--- src/rtl/hbridge_gate_sequencer.sv ---
// hbridge_gate_sequencer: NUM_CH H-bridge switch sequencer with decay modes and dead time on every turn-on.
// Optional fault latch (Fault_n, FaultClr, fault_latched) is compiled in with GATE_FAULT_LATCH_EN.
module hbridge_gate_sequencer #(
  parameter int NUM_CH      = 1,
  parameter int DEAD_CYCLES = 8,
  parameter int DT_W        = 8
) (
  input  logic                Clock,
  input  logic                Reset_n,
  input  logic                Enable,
  input  logic [1:0]          Mode,
  input  logic [NUM_CH-1:0]   PWM,
  input  logic [NUM_CH-1:0]   direction,
`ifdef GATE_FAULT_LATCH_EN
  input  logic                Fault_n,
  input  logic                FaultClr,
  output logic                fault_latched,
`endif
  output logic [4*NUM_CH-1:0] signals,
  output logic [NUM_CH-1:0]   busy
);
  localparam logic [DT_W-1:0] DT = DT_W'(DEAD_CYCLES);
  typedef enum logic {ON, DEAD} state_t;
  logic              en_r;
  logic [1:0]        mode_r;
  logic [NUM_CH-1:0] pwm_r, dir_r;
  logic              kill;
  always_ff @(posedge Clock or negedge Reset_n)
    if (!Reset_n) {en_r, mode_r, pwm_r, dir_r} <= '0;
    else {en_r, mode_r, pwm_r, dir_r} <= {Enable, Mode, PWM, direction};
`ifdef GATE_FAULT_LATCH_EN
  logic [1:0] f_sync;
  // Synchroniser idles high so reset does not look like a fault
  always_ff @(posedge Clock or negedge Reset_n)
    if (!Reset_n) begin
      f_sync        <= 2'b11;
      fault_latched <= 1'b0;
    end else begin
      f_sync        <= {f_sync[0], Fault_n};
      fault_latched <= !f_sync[1] | (fault_latched & !FaultClr);
    end
  assign kill = !f_sync[1] | fault_latched;
`else
  assign kill = 1'b0;
`endif
  function automatic logic [3:0] pattern(input logic en, input logic [1:0] m, input logic p, input logic d);
    return !en ? 4'b0000 :
           p ? (d ? 4'b0110 : 4'b1001) :
           m == 2'd0 ? 4'b0000 :
           m == 2'd1 ? 4'b0101 :
           m == 2'd2 ? 4'b1010 :
           (d ? 4'b0100 : 4'b0001);
  endfunction
  for (genvar c = 0; c < NUM_CH; c++) begin : g_ch
    state_t          st, st_n;
    logic [3:0]      cur, cur_n, hold, hold_n, tgt;
    logic [DT_W-1:0] cnt, cnt_n;
    logic            rising;
    assign tgt    = pattern(en_r, mode_r, pwm_r[c], dir_r[c]);
    assign rising = |(tgt & ~cur);
    always_comb begin
      st_n   = st;
      cur_n  = cur;
      cnt_n  = cnt;
      hold_n = hold;
      if (st == ON) begin
        if (tgt != cur) begin
          if (!rising || DEAD_CYCLES == 0) cur_n = tgt;
          else begin
            cur_n  = cur & tgt;
            cnt_n  = DT;
            hold_n = tgt;
            st_n   = DEAD;
          end
        end
      end else if (tgt != hold) begin
        // A new target mid dead-time either completes at once or restarts the wait
        if (!rising) begin
          cur_n = tgt;
          st_n  = ON;
        end else begin
          cur_n  = cur & tgt;
          cnt_n  = DT;
          hold_n = tgt;
        end
      end else if (cnt == DT_W'(1)) begin
        cur_n = tgt;
        st_n  = ON;
      end else cnt_n = cnt - DT_W'(1);
      if (kill) begin
        st_n  = ON;
        cur_n = 4'b0000;
        cnt_n = '0;
      end
    end
    always_ff @(posedge Clock or negedge Reset_n)
      if (!Reset_n) begin
        st   <= ON;
        cur  <= 4'b0000;
        cnt  <= '0;
        hold <= 4'b0000;
      end else begin
        st   <= st_n;
        cur  <= cur_n;
        cnt  <= cnt_n;
        hold <= hold_n;
      end
    assign signals[4*c+:4] = cur;
    assign busy[c]         = st == DEAD;
  end
endmodule

--- config.mk ---
export PLATFORM = sky130hd
export DESIGN_NAME = hbridge_gate_sequencer
export DESIGN_NICKNAME = d
export VERILOG_FILES = /design/src/rtl/hbridge_gate_sequencer.sv
export SDC_FILE = /design/constraint.sdc
export NUM_CORES = 1
export LEC_CHECK = 0
export CAP_MARGIN = 20
export CORE_MARGIN = 2
export CORE_UTILIZATION = 30
export DETAILED_ROUTE_END_ITERATION = 8
export SLEW_MARGIN = 20
export SYNTH_ARGS = -nofsm -noshare
export SYNTH_HDL_FRONTEND = slang
export SYNTH_SLANG_ARGS = --single-unit
--- constraint.sdc ---
create_clock -name Clock -period 2.1 [get_ports Clock]
set_clock_uncertainty 0.15 [all_clocks]
set_input_delay 0.525 -clock Clock [delete_from_list [all_inputs] [get_ports Clock]]
set_output_delay 0.525 -clock Clock [all_outputs]
set_load 0.01 [all_outputs]
After elaboration in Yosys (flattened, before gate mapping)
Index checks and enable logic that the tools add are counted.
{ "word_totals": {"regBits": 22, "wordCells": 52} }
{ "op_classes": {"addsub": 1, "n_eq_ne": 8, "muxes": 26, "bitwise_logic": 3, "n_reduce_logical": 6} }
{ "op_table": {"columns": ["operator", "n"], "rows": [
  ["$mux W4", 15],
  ["$mux W8", 5],
  ["$and A4 B4 Y4", 2],
  ["$eq A8 B1 Y1 const B", 1],
  ["$ne A4 B4 Y1", 2],
  ["$sub A8 B1 Y8 const B", 1],
  ["$reduce_and A2 Y1", 3],
  ["$mux W1", 5],
  ["$not A4 Y4", 1],
  ["$reduce_or A4 Y1", 1],
  ["$mux W3", 1],
  ["$ne A3 B1 Y1 const B", 1],
  ["$ne A3 B3 Y1 const B", 1],
  ["$eq A2 B1 Y1 const B", 1],
  ["$eq A2 B2 Y1 const B", 1],
  ["$logic_not A2 Y1", 1],
  ["$ne A2 B1 Y1 const B", 1],
  ["$reduce_bool A2 Y1", 1]
]} }

Longest topological paths before layout
{ "depth": {"depth_word": 11, "ltp_mapped": 8, "mapped_depth_nobuf": 7} }

Least setup slack after synthesis
Ideal clock, no wire load.
{ "synth_path": {"kind": "register -> register", "start": "reg pwm_r", "end": "reg g_ch[0].hold[1]", "arrival_ns": 1.944, "required_ns": 1.822, "slack_ns": -0.122, "stages_incl_launch_ff": 9, "path_buffers": 1, "period_less_slack_ns": 2.222, "cell_sequence": "dfrtp_1 -> nand4bb_1 -> nand2_1 -> ha_1 -> nor4_1 -> a21oi_1 -> and2_1 -> buf_4 -> mux2_1"} }
{ "synth_between": {"elab_chain_cells": 7, "elab_cells_between_ends": 13, "classes_between": "eq/ne (3); mux (6); bitwise (1); reduce/logical (3)"} }
{ "synth_rtl": {"columns": ["item", "line_no", "rtl"], "rows": [
  ["from (decl)", "26", "logic [NUM_CH-1:0] pwm_r, dir_r;"],
  ["from (signal assigned)", "30", "else {en_r, mode_r, pwm_r, dir_r} <= {Enable, Mode, PWM, direction};"],
  ["$mux W4 *", "48", "p ? (d ? 4'b0110 : 4'b1001) :"],
  ["$mux W4 *", "47", "return !en ? 4'b0000 :"],
  ["via g_ch[0].tgt[1]", "56", "logic [3:0] cur, cur_n, hold, hold_n, tgt;"],
  ["$and A4 B4 Y4", "60", "assign rising = |(tgt & ~cur);"],
  ["$reduce_or A4 Y1", "60", null],
  ["$mux W4", "68, 78", null],
  ["$mux W4 (on tied branches)", "67, 76", null],
  ["$mux W4", "66", "if (st == ON) begin"],
  ["to (signal assigned)", "106", "hold <= hold_n;"],
  ["to (decl)", "56", null]
]} }
Mark *: on every way through the listed nets, which the timed path passes. The rest lies on a longest branch. The select of a mux whose other input is x is not followed.
A chain may end at the register's enable or synchronous reset.

Worst setup path in the final report
{ "layout_path": {"start": "reg pwm_r", "end": "reg g_ch[0].cnt[2]"} }
{ "layout_between": {"elab_chain_cells": 7, "elab_cells_between_ends": 13, "classes_between": "eq/ne (3); mux (6); bitwise (1); reduce/logical (3)"} }
{ "layout_rtl": {"columns": ["item", "line_no", "rtl"], "rows": [
  ["$mux W4 *", "48", null],
  ["$mux W4 *", "47", null],
  ["$and A4 B4 Y4", "60", null],
  ["$reduce_or A4 Y1", "60", null],
  ["$mux W8", null, null],
  ["$mux W8 (on tied branches)", null, null],
  ["$mux W8", "66", null],
  ["to (signal assigned)", "105", "cnt <= cnt_n;"],
  ["to (decl)", "57", "logic [DT_W-1:0] cnt, cnt_n;"]
]} }
Mark *: on every way between the ends. The rest lies on a longest branch, timed or not. The select of a mux whose other input is x is not followed.

==> results.md <==
* Sw Share at between 30% and 40%
* Max-slew violations at 0
* P_sw at around 0.67 mW
* GPL Wtd Cong at ~0.86
* Clk sink count at 22
* Vias in the first global route at around 1.1k
* Bufs on Longest Clock Path at 2
* Status: finished, violations left
* Num rows at 23
* Power Dens Cells at between 1000 and 1500 nW/um^2
* Final WS setup at -46.7 ps
* DRT Pass-1 Iters at 4
* Synth Register Bits at 22
* RSZ-0062 raised after global routing: yes
* Post-layout power at 1.86 mW
* GR Overflow Total at 0
* Routed length per instance at 13.8 um
* Post-synthesis sequential area ratio at around 44%
* Max stage delay on crit path at roughly 450 ps
* Clock power share at about 16%
* Clock transition at the registers of the reported paths at approximately 80 ps
* Post-route minimum period at around 2100 ps
* CP Cell Sequence: nand4bb_4, nand3_1, and4b_2, nand3_1, buf_4, buf_4, a311o_1
* Final net count at 171
* Synth async-reset ratio at 100%
* Worst Path Arrival at between 2000 and 2500 ps
* H-tree Lvls at 1
* Post-synth EDFFs at 0
* Via-per-instance ratio at between 4 and 5
* HP Class: flop to flop
* Routed WL at between 2 and 3 mm
* Pin count of the biggest net entering global routing at 23
* Violated checks: setup timing
* Core outline area at 4000 sq um
* Area delta synth->final at 37.6%
* DRC violations left at 0
* Library cells used by synthesis at 38
* Die width at between 60 and 70 um
* Vias post-DR at about 1.0k
* Crit path capture type: flop
* Worst Max-Slew Pin Slew at slightly above 300 ps
* Final setup violation count at 8
* Starting Density at a little under a third
* Max-cap violations at 0
* CP Max Fanout at 7
* CTS tree: yes
* TritonCTS Buffers at 3
* First-pass GRT wire length at between 4 and 5 mm
* # diodes at 0
* Synth Instances at roughly 120
* Post-CTS Hold Buffers at 0
* Clock latency on the worst-skew pair at 260 ps
* Syn nets at 139
* Io pins at 12
* Sequential Power Share at 34.0%
* Pint at approximately 1.2 mW
* Final Cycle Share at 102%
* Top_reg_cell synth: dfrtp_1
* Total GRT Usage at around 14%
* Layout cell share with drive strength beyond 1 at around a third
* Fin. Hold Viols at 0
* FMAX at 0.466 GHz
* CP max stage cell: dfrtp_2
* Combinational share of power at between 40% and 50%
* DP HPWL at around 2.1 mm
* Mapped cell area at approximately 1300 sq um
* Setup CP Type: flop to flop
* DRT iter0 DRCs at 37
* Die height at about 70 um
* Synthesized area per cell at 10.3 sq um
* Root Buffer: clkbuf_8
* Final Core Density at 43.2%
* Place WS at -123 ps
* Peak VDD IR at 778 uV
* Die Area at ~4700 sq um
* ANT nets after route at 0
* Initial antenna violation count at 0
* Max-slew headroom at 79.3%
* Synth warn at 0
* Static leakage at between 0.7 and 0.8 nW
* Port bufs at 11
* WP data required at between 2000 and 2500 ps
* Startpoint types: flop
[critical path, delay by kind of cell, from the launching register on]
kind                   cells  cell delay, ps
buffers and inverters      2             310
AND/OR/NAND/NOR            4             810
flip-flops                 1             450
AO/OA/AOI/OAI              1             310
[timing repair]
item                       in CTS  in global routing
resized for setup               9                 14
setup endpoints to repair      14                 17
setup buffers                   1                  2
pin swaps                       9                  5
[synthesized netlist by cell type, drive strengths merged (4+ instances only)]
library cell / instances / share of area (%)
nand3: 5 / 2.0
nor2: 5 / 1.5
ha: 10 / 10
mux2: 4 / 3.6
buf: 4 / 2.5
inv: 8 / 2.4
mux2i: 6 / 4.8
o21ai: 4 / 1.9
nand2: 14 / 4.2
nor3: 4 / 1.6
dfrtp: 22 / 44
a21oi: 4 / 1.6
[power by group through the flow]
stage / logic, mW / registers, mW / clock network [mW]
finish: 0.930 / 0.633 / 0.300
global route: 1.04 / 0.646 / 0.330
CTS: 0.841 / 0.622 / 0.311
detailed placement: 0.790 / 0.627 / 0
global placement: 0.756 / 0.624 / 0
floorplan: 0.508 / 0.620 / 0
[layer usage]
layer	vias to the layer above	GRT usage [%]	part of all wire (%)
met5	-	0	0
met4	0	1.50	1.0
met3	4	3.90	3.2
met2	18	25.6	53
met1	486	15.9	42
li1	498	-	-
[logic make-up after synthesis]
group / synth area share [%]
AOI/OAI and AO/OA: 12.4
xor gates and xnor gates: 1.40
adders and majority gates: 9.97
buffers and inverters: 4.88
DFF: 43.9
muxes: 8.37
and+or+nand+nor: 19.1
[flip-flops by register name, summed over array words and instances (netlist names)]
register   cells
busy           1
pwm_r          1
g_ch.hold      4
signals        4
mode_r         2
g_ch.cnt       8
en_r           1
dir_r          1
[worst paths after layout]
path                                  from         endpoint  slack [ps]  cells after the start
setup / recovery                     pwm_r   g_ch[0].cnt[2]         -50                      7
hold / removal             g_ch[0].hold[2]  g_ch[0].hold[2]         380                      1
setup reg to reg                     pwm_r   g_ch[0].cnt[2]         -50                      7
hold reg to reg            g_ch[0].hold[2]  g_ch[0].hold[2]         380                      1
max in group asynchronous          Reset_n             en_r        1090                      2
min in group asynchronous          Reset_n   g_ch[0].cnt[5]         460                      2
[per-stage QoR]
stage | area (sq um) | setup TNS [ps] | hold WS (ps) | std cells
after global routing | 1730 | -1490 | 404 | 203
after detailed placement | 1570 | -890 | 340 | 196
after global placement | 1570 | -199 | 333 | 196
after CTS | 1650 | -245 | 358 | 201
after floorplan | 1300 | 0 | 79.4 | 122
final | 1730 | -251 | 380 | 203
[cell usage in the layout, fill, tap and decap left out, types with 2 or more instances in the layout]
master	synthesis	routed
a21oi_1	4	2
ha_2	0	3
o22ai_1	2	2
and2_4	1	2
nand2_2	0	2
nor2_1	5	4
mux2i_1	6	6
nor3_1	4	3
clkdlybuf4s50_1	0	11
clkbuf_8	0	4
ha_1	10	6
nand2_1	14	11
nor3b_1	2	2
and3_1	2	2
a311o_1	3	3
buf_4	2	20
nand3b_1	3	3
dfrtp_2	0	2
dfrtp_1	22	20
nand3_1	5	5
o21ai_0	3	2
mux2_4	0	4
inv_1	8	8
[final cells by class]
type,count,area (sq um)
well taps,50,62.6
repair buffers,31,260
flip-flops and latches,22,553
multi-input cells,88,766
fillers,375,2270
inverters,8,30.0
clock buffers,4,55.1
(Power assumes the default switching activity.)
